$ cat config.mk
export PLATFORM = sky130hd
export DESIGN_NAME = mems_spi_master_flat
export DESIGN_NICKNAME = d
export VERILOG_FILES = /design/src/rtl/mems_spi_master_pkg.sv /design/src/rtl/mems_spi_master_if.sv /design/src/rtl/mems_spi_phase_timer.sv /design/src/rtl/mems_spi_master.sv /design/src/flat_wrapper.sv
export SDC_FILE = /design/constraint.sdc
export NUM_CORES = 1
export LEC_CHECK = 0
export ABC_AREA = 1
export CORE_MARGIN = 2
export CORE_UTILIZATION = 48
export DETAILED_ROUTE_END_ITERATION = 10
export PLACE_DENSITY = 0.75
export SYNTH_ARGS = -nofsm -noshare
export SYNTH_HDL_FRONTEND = slang
export SYNTH_HIERARCHICAL = 1
export SYNTH_SLANG_ARGS = --single-unit
$ cat constraint.sdc
create_clock -name clk -period 1.6 [get_ports clk]
set_input_delay 0.16 -clock clk [delete_from_list [all_inputs] [get_ports clk]]
set_output_delay 0.16 -clock clk [all_outputs]
set_load 0.005 [all_outputs]
$ cat src/rtl/mems_spi_master_pkg.sv
// Shared definitions for the MEMS mirror DAC SPI path: frame width, FSM
// state encoding and the DAC command layout used by the scan ROM.
package mems_pkg;

    localparam int MEMS_DAC_WORD_W = 24;

    typedef enum logic [2:0] {
        S_IDLE,
        S_SETUP,
        S_LOW,
        S_HIGH,
        S_HOLD,
        S_GAP
    } mems_state_e;

    // DAC frame layout: [23:22] unused, [21:19] command, [18:16] channel, [15:0] data
    localparam logic [2:0] DAC_CMD_WRITE_UPDATE = 3'b011;
    localparam logic [2:0] DAC_CMD_SW_RESET     = 3'b101;
    localparam logic [2:0] DAC_CMD_REF_SETUP    = 3'b111;

    localparam logic [2:0] DAC_CH_ALL           = 3'b111;

    localparam logic [15:0] DAC_REF_EXTERNAL    = 16'h0000;
    localparam logic [15:0] DAC_REF_INTERNAL    = 16'h0001;

    // Assemble one DAC command word as stored in the scan ROM
    function automatic logic [MEMS_DAC_WORD_W-1:0] mems_dac_word(
        input logic [2:0]  cmd,
        input logic [2:0]  channel,
        input logic [15:0] value
    );
        return {2'b00, cmd, channel, value};
    endfunction

endpackage

$ cat src/rtl/mems_spi_master_if.sv
// Bundle between the MEMS sequencer and the DAC SPI transmitter, including
// the three pin-level SPI outputs. The master modport is the transmitter side.
interface mems_spi_master_if
    import mems_pkg::*;
#(
    parameter int WORD_W = MEMS_DAC_WORD_W
);

    logic              start;
    logic [WORD_W-1:0] data_in;
    logic              busy;
    logic              done;
    logic              sclk;
    logic              mosi;
    logic              sync_n;

    modport master (
        input  start,
        input  data_in,
        output busy,
        output done,
        output sclk,
        output mosi,
        output sync_n
    );

    modport slave (
        output start,
        output data_in,
        input  busy,
        input  done,
        input  sclk,
        input  mosi,
        input  sync_n
    );

endinterface

$ cat src/rtl/mems_spi_phase_timer.sv
// Loadable down-counter that flags the last cycle of a timed phase.
// Loading N-1 gives a phase of exactly N cycles, ending on the terminal cycle.
module mems_spi_phase_timer
    import mems_pkg::*;
#(
    parameter int WIDTH = 2
) (
    input  logic             clk,
    input  logic             rst,
    input  logic             i_load,
    input  logic [WIDTH-1:0] i_loadVal,
    output logic             o_terminal
);

    logic [WIDTH-1:0] r_count;

    // Count down from the loaded value and rest at zero until reloaded
    always_ff @(posedge clk) begin
        if (rst) begin
            r_count <= '0;
        end else if (i_load) begin
            r_count <= i_loadVal;
        end else if (r_count != '0) begin
            r_count <= r_count - WIDTH'(1);
        end
    end

    assign o_terminal = (r_count == '0);

endmodule

$ cat src/rtl/mems_spi_master.sv
// SPI transmitter for the MEMS mirror DAC. Serialises one command word per
// start, MSB first, framed by SYNC_n; the DAC samples MOSI on SCLK falling edges.
module mems_spi_master
    import mems_pkg::*;
#(
    parameter int CLK_DIV    = 4,
    parameter int GAP_CYCLES = 2,
    parameter int WORD_W     = MEMS_DAC_WORD_W
) (
    input  logic              clk,
    input  logic              rst,
    mems_spi_master_if.master bus
);

    localparam int TMAX = (CLK_DIV > GAP_CYCLES) ? CLK_DIV : GAP_CYCLES;
    localparam int TW   = (TMAX > 1) ? $clog2(TMAX) : 1;
    localparam int BW   = (WORD_W > 1) ? $clog2(WORD_W) : 1;

    localparam logic [TW-1:0] DIV_LOAD = TW'(CLK_DIV - 1);
    localparam logic [TW-1:0] GAP_LOAD = TW'(GAP_CYCLES - 1);
    localparam logic [BW-1:0] LAST_BIT = BW'(WORD_W - 1);

    mems_state_e       r_state;
    logic [WORD_W-2:0] r_shiftReg;
    logic [BW-1:0]     r_bitCnt;
    logic              r_sclk;
    logic              r_mosi;
    logic              r_syncN;
    logic              r_busy;
    logic              r_done;

    mems_state_e       w_stateNext;
    logic [WORD_W-2:0] w_shiftNext;
    logic [BW-1:0]     w_bitCntNext;
    logic              w_sclkNext;
    logic              w_mosiNext;
    logic              w_syncNNext;
    logic              w_busyNext;
    logic              w_doneNext;
    logic              w_timerLoad;
    logic [TW-1:0]     w_timerVal;
    logic              w_phaseEnd;

    // One timer serves every half-period and the inter-frame gap
    mems_spi_phase_timer #(
        .WIDTH (TW)
    ) u_phaseTimer (
        .clk        (clk),
        .rst        (rst),
        .i_load     (w_timerLoad),
        .i_loadVal  (w_timerVal),
        .o_terminal (w_phaseEnd)
    );

    // State and output registers; every pin is driven straight from a flop
    always_ff @(posedge clk) begin
        if (rst) begin
            r_state    <= S_IDLE;
            r_shiftReg <= '0;
            r_bitCnt   <= '0;
            r_sclk     <= 1'b1;
            r_mosi     <= 1'b0;
            r_syncN    <= 1'b1;
            r_busy     <= 1'b0;
            r_done     <= 1'b0;
        end else begin
            r_state    <= w_stateNext;
            r_shiftReg <= w_shiftNext;
            r_bitCnt   <= w_bitCntNext;
            r_sclk     <= w_sclkNext;
            r_mosi     <= w_mosiNext;
            r_syncN    <= w_syncNNext;
            r_busy     <= w_busyNext;
            r_done     <= w_doneNext;
        end
    end

    // Frame sequencing: MOSI only moves on SCLK rising, so it is stable at each fall
    always_comb begin
        w_stateNext  = r_state;
        w_shiftNext  = r_shiftReg;
        w_bitCntNext = r_bitCnt;
        w_sclkNext   = r_sclk;
        w_mosiNext   = r_mosi;
        w_syncNNext  = r_syncN;
        w_busyNext   = r_busy;
        w_doneNext   = 1'b0;
        w_timerLoad  = 1'b0;
        w_timerVal   = DIV_LOAD;

        unique case (r_state)
            S_IDLE: begin
                if (bus.start) begin
                    w_shiftNext  = bus.data_in[WORD_W-2:0];
                    w_mosiNext   = bus.data_in[WORD_W-1];
                    w_syncNNext  = 1'b0;
                    w_busyNext   = 1'b1;
                    w_bitCntNext = '0;
                    w_timerLoad  = 1'b1;
                    w_stateNext  = S_SETUP;
                end
            end
            S_SETUP: begin
                if (w_phaseEnd) begin
                    w_sclkNext  = 1'b0;
                    w_timerLoad = 1'b1;
                    w_stateNext = S_LOW;
                end
            end
            S_LOW: begin
                if (w_phaseEnd) begin
                    w_sclkNext  = 1'b1;
                    w_timerLoad = 1'b1;
                    if (r_bitCnt == LAST_BIT) begin
                        w_stateNext = S_HOLD;
                    end else begin
                        w_mosiNext   = r_shiftReg[WORD_W-2];
                        w_shiftNext  = r_shiftReg << 1;
                        w_bitCntNext = r_bitCnt + BW'(1);
                        w_stateNext  = S_HIGH;
                    end
                end
            end
            S_HIGH: begin
                if (w_phaseEnd) begin
                    w_sclkNext  = 1'b0;
                    w_timerLoad = 1'b1;
                    w_stateNext = S_LOW;
                end
            end
            S_HOLD: begin
                if (w_phaseEnd) begin
                    w_syncNNext = 1'b1;
                    w_timerLoad = 1'b1;
                    w_timerVal  = GAP_LOAD;
                    w_stateNext = S_GAP;
                end
            end
            S_GAP: begin
                if (w_phaseEnd) begin
                    w_busyNext  = 1'b0;
                    w_doneNext  = 1'b1;
                    w_stateNext = S_IDLE;
                end
            end
            default: begin
                w_stateNext = S_IDLE;
            end
        endcase
    end

    assign bus.busy   = r_busy;
    assign bus.done   = r_done;
    assign bus.sclk   = r_sclk;
    assign bus.mosi   = r_mosi;
    assign bus.sync_n = r_syncN;

endmodule

$ cat src/flat_wrapper.sv
// flat-port wrapper written by rule: the top's interface ports become plain ports
module mems_spi_master_flat import mems_pkg::*;
#(
    parameter int CLK_DIV    = 4,
    parameter int GAP_CYCLES = 2,
    parameter int WORD_W     = MEMS_DAC_WORD_W
)
  (clk, rst, bus_start, bus_data_in, bus_busy, bus_done, bus_sclk, bus_mosi, bus_sync_n);
  mems_spi_master_if #(.WORD_W(WORD_W)) bus_i ();
  input  logic clk;
  input  logic rst;
  input wire logic [$bits(bus_i.start)-1:0] bus_start;
  input wire logic [$bits(bus_i.data_in)-1:0] bus_data_in;
  output wire logic [$bits(bus_i.busy)-1:0] bus_busy;
  output wire logic [$bits(bus_i.done)-1:0] bus_done;
  output wire logic [$bits(bus_i.sclk)-1:0] bus_sclk;
  output wire logic [$bits(bus_i.mosi)-1:0] bus_mosi;
  output wire logic [$bits(bus_i.sync_n)-1:0] bus_sync_n;
  assign bus_i.start = bus_start;
  assign bus_i.data_in = bus_data_in;
  assign bus_busy = bus_i.busy;
  assign bus_done = bus_i.done;
  assign bus_sclk = bus_i.sclk;
  assign bus_mosi = bus_i.mosi;
  assign bus_sync_n = bus_i.sync_n;
  mems_spi_master #(.CLK_DIV(CLK_DIV), .GAP_CYCLES(GAP_CYCLES), .WORD_W(WORD_W)) u_core (.clk(clk), .rst(rst), .bus(bus_i));
endmodule
==> results.toml, run 1 <==
[run_status]
outcome = "finished, final reports clean"

[logic_synthesis]
synth_top_area_cell = "dfxtp_1"
synthCells = 302
synth-seq-cells = 38
synth.most_common_cell = "nand2_1"
netlist.area_leader.share = 0.368
synth_xor_area_frac = 0
yosysWarnings = 6
synth_top_family_by_area = "simple AND/OR/NAND/NOR gates"
synthTopCellsByArea = "dfxtp_1, nand2_1, nand3_1, a21oi_1, nand3_2"
syn-num-nets = 331
synth.yosys.seq_area_share = 0.368
synth_cell_type_count = 30
yosys_most_used_dff = "dfxtp_1"
synthTopCellsByCount = "nand2_1, dfxtp_1, nand3_1"
synth_compound_area_frac = 0.124
synthMuxAreaShare = 0
synth-edff-count = 0
synth_simple_gate_area_share = 0.412
async_reset_ff_frac = 0
synthAdderAreaFrac = 0.0121
syn-cell-area_mm2 = 0.00206
syn_avg_cell_area_um2 = 6.84

[placement]
place.gp.congestion = 0.833
io_buffers = 31
dp.final_hpwl_mm = 3.01

[timing]
setup_viol = 0
hold_violations = 0
fin_skew_ps = 3.10
min_period_over_period = 0.901
period_minus_slack_ps = 1440
finalSetupTns_ps = 0
max_clock_freq_mhz = 694
whs_ps = 457
rsz0062_at_grt = "false"
slew_violations = 0

[drt]
routed.top_layer = "met4"
wl_met2_mm = 1.93
drt_iter0_drc = 148
finalWirelength_mm = 4.42
vias = 1990
remaining_drc_errors = 0
ant_nets = 0
m1WireLength_mm = 2.26
dr.pass1.iters = 4
met3_length_um = 210
via_per_inst = 5.12
wl_per_cell_um = 11.4

[worst_setup_path]
crit_fanout = 14
cp.required_ps = 1780
rrSetupSlack_ps = 160
r2r.worst_path.cells = 9
endpoint_kind = "flop"
endpoint = "u_core/r_state[1]$_SDFFE_PP0P_"
r2r_end = "u_core/r_state[1]$_SDFFE_PP0P_"
timing.rr.start = "u_core/u_phaseTimer/r_count[0]$_SDFFE_PP0P_"
critical_path_class = "reg2reg"
worst_setup_path_start_kind = "flop"
arrival_ps = 1620
startpoint = "u_core/u_phaseTimer/r_count[0]$_SDFFE_PP0P_"

[finish]
num-fill-cells = 359
drive_above_1_share = 0.165
diodes = 0
area_growth_pct = 25.5
multi_input_area_mm2 = 0.00115
seq_area_um2 = 763
fin_nets = 369

[global_route]
grt_max_degree = 28
grt_overflow = 0
grt_pass1_vias = 1803
antenna_found_initial = 0
grt_use_total = 0.192
grt_pass1_wl_mm = 7.73

[floorplan]
core-area_mm2 = 0.00406
ioPinCount = 32
dieArea_mm2 = 0.00484
initial_utilization = 0.509
die_x_um = 69.6
std_cell_rows = 23
die_y_um = 69.6

[clock_network]
numCtsBuffers = 5
h-tree-depth = 2
clk_latency_ps = 280
cts_tree = "yes"
clock_path_buffers = 2
clock_sinks = 38
root_buffer = "clkbuf_8"
path_clk_slew_ps = 70

[flow_run]
max-cap-violations = 0

[power]
vdd.ir_drop.worst_mv = 1.45
p_leak_nw = 1.13
powerDensity_mw_per_mm2 = 1980

[hold_path]
hp-class = "reg2reg"
## final cells by class
class / count / area share
sequential: 38 / 0.295
tap: 50 / 0.0241
inverter: 15 / 0.0217
clock buffer: 6 / 0.0319
multi-input combinational: 233 / 0.442
timing repair buffer: 47 / 0.185
## per-layer routing
layer,vias up,global-route usage
met5,-,0
met4,0,0.0458
met3,2,0.0480
met2,41,0.306
met1,898,0.261
li1,1049,-
## cell families (layout without fill, tap and decap cells)
group | Yosys count | in the layout
AO/OA/AOI/OAI | 42 | 42
adder cells (fa/ha/maj) | 2 | 2
buffers and inverters | 31 | 68
flip-flops | 38 | 38
other | 1 | 1
AND/OR/NAND/NOR | 188 | 188
## where the power goes
part	leakage (nW)	total (W)	switching [W]	internal, W
Sequential	0.313	0.00154	0.000218	0.00132
Clock	0.0431	0.000639	0.000307	0.000332
Combinational	0.777	0.00295	0.00172	0.00122
Total	1.13	0.00513	0.00225	0.00288
## per-stage QoR
step | utilization | instances | worst slack [ps] | instance area, um2 | power (W)
global route | 0.639 | 389 | 0.246 | 2590 | 0.00562
finish | 0.639 | 389 | 159 | 2590 | 0.00513
detailed placement | 0.611 | 381 | 80.8 | 2480 | 0.00447
floorplan | - | 302 | 108 | 2060 | 0.00373
global placement | 0.611 | 381 | 110 | 2480 | 0.00442
CTS | 0.631 | 387 | 52.6 | 2560 | 0.00512
## registers in the layout, summed over array words and instances, names as in the netlist
register / cells
u_core/r_shiftReg: 23
u_core/r_bitCnt: 5
u_core/r_state: 3
u_core/u_phaseTimer/r_count: 2
u_core/bus.busy: 1
u_core/bus.done: 1
u_core/bus.mosi: 1
u_core/bus.sclk: 1
u_core/bus.sync_n: 1
## worst max-delay path: stages, from the launching register on
cell and delay, ps:
dfxtp_1 330, inv_1 60, ha_1 210, inv_2 100, nand3_1 80, nand2_1 70
inv_2 70, buf_4 190, a21oi_1 150, nor2_1 50
## what timing repair did
| action | CTS | global route |
|---|---|---|
| hold buffers | 0 | 0 |
| setup buffers | 0 | 2 |
| endpoints found under the setup margin | 0 | 28 |
| gates resized for setup | 0 | 6 |
## worst min-delay path by stage
stage / start / endpoint / slack [ps] / cells after the start
floorplan: rst / u_core/u_phaseTimer/r_count[0]$_SDFFE_PP0P_ / 330 / 3
global placement: u_core/bus.sync_n$_SDFFE_PP1P_ / u_core/bus.sync_n$_SDFFE_PP1P_ / 440 / 2
detailed placement: u_core/bus.sync_n$_SDFFE_PP1P_ / u_core/bus.sync_n$_SDFFE_PP1P_ / 450 / 2
CTS: u_core/r_shiftReg[18]$_SDFFE_PP0P_ / u_core/r_shiftReg[18]$_SDFFE_PP0P_ / 460 / 2
global route: u_core/r_shiftReg[18]$_SDFFE_PP0P_ / u_core/r_shiftReg[18]$_SDFFE_PP0P_ / 480 / 2
finish: u_core/r_shiftReg[19]$_SDFFE_PP0P_ / u_core/r_shiftReg[19]$_SDFFE_PP0P_ / 460 / 2
## cells in the final DEF (no fill, tap or decap), types with 3 or more instances in the layout
cell,count
a21oi_1,26
a21oi_2,9
buf_12,4
buf_4,12
clkbuf_8,6
clkdlybuf4s50_1,31
dfxtp_1,36
inv_1,10
inv_2,4
nand2_1,120
nand2_2,3
nand3_1,31
nand3_2,10
nand4_1,3
nor2_1,14
Power figures use the tool's default switching activity.
==> run 2: changes to the inputs <==
Settings changed: CORE_UTILIZATION 48 to 53, PLACE_DENSITY 0.75 to 0.79.
Clock period 1.6 ns to 1.56 ns, I/O delays scaled along.
==> results.toml, run 2 (same netlist as run 1, synthesis figures left out) <==
[run_status]
outcome = "finished, final reports clean"

[finish]
max_flop_register = "u_core/r_shiftReg"
reg_top3 = "u_core/r_shiftReg x23, u_core/r_bitCnt x5, u_core/r_state x3"
seq_area_um2 = 762
area_growth_pct = 28.5
utilization = 0.714
diodes = 0
final_common_cell = "nand2_1"
num-fill-cells = 318
multi_input_area_mm2 = 0.00115
final_cell_mix = "nand2_1, dfxtp_1, clkdlybuf4s50_1, nand3_1, a21oi_1"
final_cells = 391
fin_nets = 373
drive_above_1_share = 0.172
largest_reg_flops = 23

[floorplan]
initial_utilization = 0.556
dieArea_mm2 = 0.00441
std_cell_rows = 22
core-area_mm2 = 0.00372
die_x_um = 66.4
die_y_um = 66.4
ioPinCount = 32

[drt]
dr.pass1.iters = 4
ant_nets = 0
drt_iter0_drc = 118
m1WireLength_mm = 2.15
wl_met2_mm = 2.48
via_per_inst = 5.32
wl_per_cell_um = 12.6
routed.top_layer = "met4"
met3_length_um = 186
vias = 2081
remaining_drc_errors = 0
finalWirelength_mm = 4.93

[global_route]
grt_pass1_vias = 1871
grt_overflow = 0
antenna_found_initial = 0
grt_pass1_wl_mm = 8.14
grt_use_total = 0.244
grt_max_degree = 29

[timing]
setup_viol = 0
hold_violations = 0
rsz0062_at_grt = "true"
min_period_over_period = 0.982
fin_skew_ps = 5.67
worst_slack_ps = 27.5
slew_violations = 0
whs_ps = 462
period_minus_slack_ps = 1530
max_clock_freq_mhz = 653

[power]
vdd.ir_drop.worst_mv = 1.24
powerDensity_mw_per_mm2 = 2120
p_leak_nw = 1.17

[worst_setup_path]
path_cells = "ha_1, nand4_1, nand2_2, nand2_4, nand2_4, clkbuf_16, nand2_1, a21oi_1"
cp_slowest_cell = "dfxtp_1"
critical_path_class = "reg2reg"
cp.required_ps = 1780
timing.rr.start = "u_core/r_bitCnt[1]$_SDFFE_PP0P_"
endpoint_kind = "flop"
arrival_ps = 1750
crit_buf_inv = 1
rrSetupSlack_ps = 30
r2r_end = "u_core/r_shiftReg[22]$_SDFFE_PP0P_"
worst_setup_path_start_kind = "flop"
cp_top_family = "simple AND/OR/NAND/NOR gates"
crit_top_cell = "nand2_4"
r2r.worst_path.cells = 8
critPathMaxStageDelay_ps = 340
crit_fanout = 12

[clock_network]
path_clk_slew_ps = 70
clock_path_buffers = 2
postCtsHoldBufs = 0
cts_tree = "yes"
h-tree-depth = 2
numCtsBuffers = 5
root_buffer = "clkbuf_8"
clock_sinks = 38
clk_latency_ps = 290

[placement]
dp_slack_ps = 5.32
place.gp.congestion = 0.809
dp.final_hpwl_mm = 3.20
io_buffers = 31
dpl.cell_count = 382

[hold_path]
hp-class = "reg2reg"
whs_path_depth = 2
hold_start = "u_core/bus.sync_n$_SDFFE_PP1P_"
whs_endpoint = "u_core/bus.sync_n$_SDFFE_PP1P_"

[flow_run]
max-cap-violations = 0
run 2: worst register-to-register path, delay by kind of cell (launching register included):
family          cells  cell delay (ps)
simple gates        5              620
flops               1              340
fa+ha+maj           1              210
compound gates      1              140
buf+inv             1              170
run 2: layout make-up:
cell class,count,area share
multi-input combinational,233,0.434
sequential,38,0.287
timing repair buffer,51,0.204
clock buffer,6,0.0311
tap,48,0.0226
inverter,15,0.0212
run 2: metal layers:
metal,vias to the layer above,global-route usage
met4,0,0.135
li1,1066,-
met2,47,0.415
met5,-,0
met3,13,0.0426
met1,955,0.287
run 2: where the power goes:
group          switching, W  internal [W]  leakage [nW]
logic               0.00190       0.00147         0.815
registers          0.000235       0.00135         0.313
clock network      0.000327      0.000341        0.0431
total               0.00246       0.00317          1.17
run 2: what timing repair did:
item	CTS	global route
buffers inserted	1	1
endpoints found under the setup margin	1	28
pin swaps	1	1
gates cloned	0	1
gates resized for setup	0	6
run 2: how the worst max path moves through the flow:
stage | start | end | depth (start not counted)
2_1_floorplan | u_core/u_phaseTimer/r_count[0]$_SDFFE_PP0P_ | u_core/r_state[1]$_SDFFE_PP0P_ | 10
3_3_place_gp | u_core/r_state[1]$_SDFFE_PP0P_ | u_core/u_phaseTimer/r_count[1]$_SDFFE_PP0P_ | 8
3_5_place_dp | u_core/r_bitCnt[1]$_SDFFE_PP0P_ | u_core/r_shiftReg[18]$_SDFFE_PP0P_ | 8
4_1_cts | u_core/u_phaseTimer/r_count[0]$_SDFFE_PP0P_ | u_core/r_shiftReg[18]$_SDFFE_PP0P_ | 10
5_1_grt | u_core/r_bitCnt[0]$_SDFFE_PP0P_ | u_core/r_shiftReg[17]$_SDFFE_PP0P_ | 8
6_report | u_core/r_bitCnt[1]$_SDFFE_PP0P_ | u_core/r_shiftReg[22]$_SDFFE_PP0P_ | 8
run 2: stage by stage:
step                power, W  area (um2)  setup TNS, ps
detailed placement   0.00472        2510              0
floorplan            0.00383        2060              0
global route         0.00609        2650           -188
global placement     0.00462        2510              0
CTS                  0.00539        2600              0
finish               0.00563        2650              0
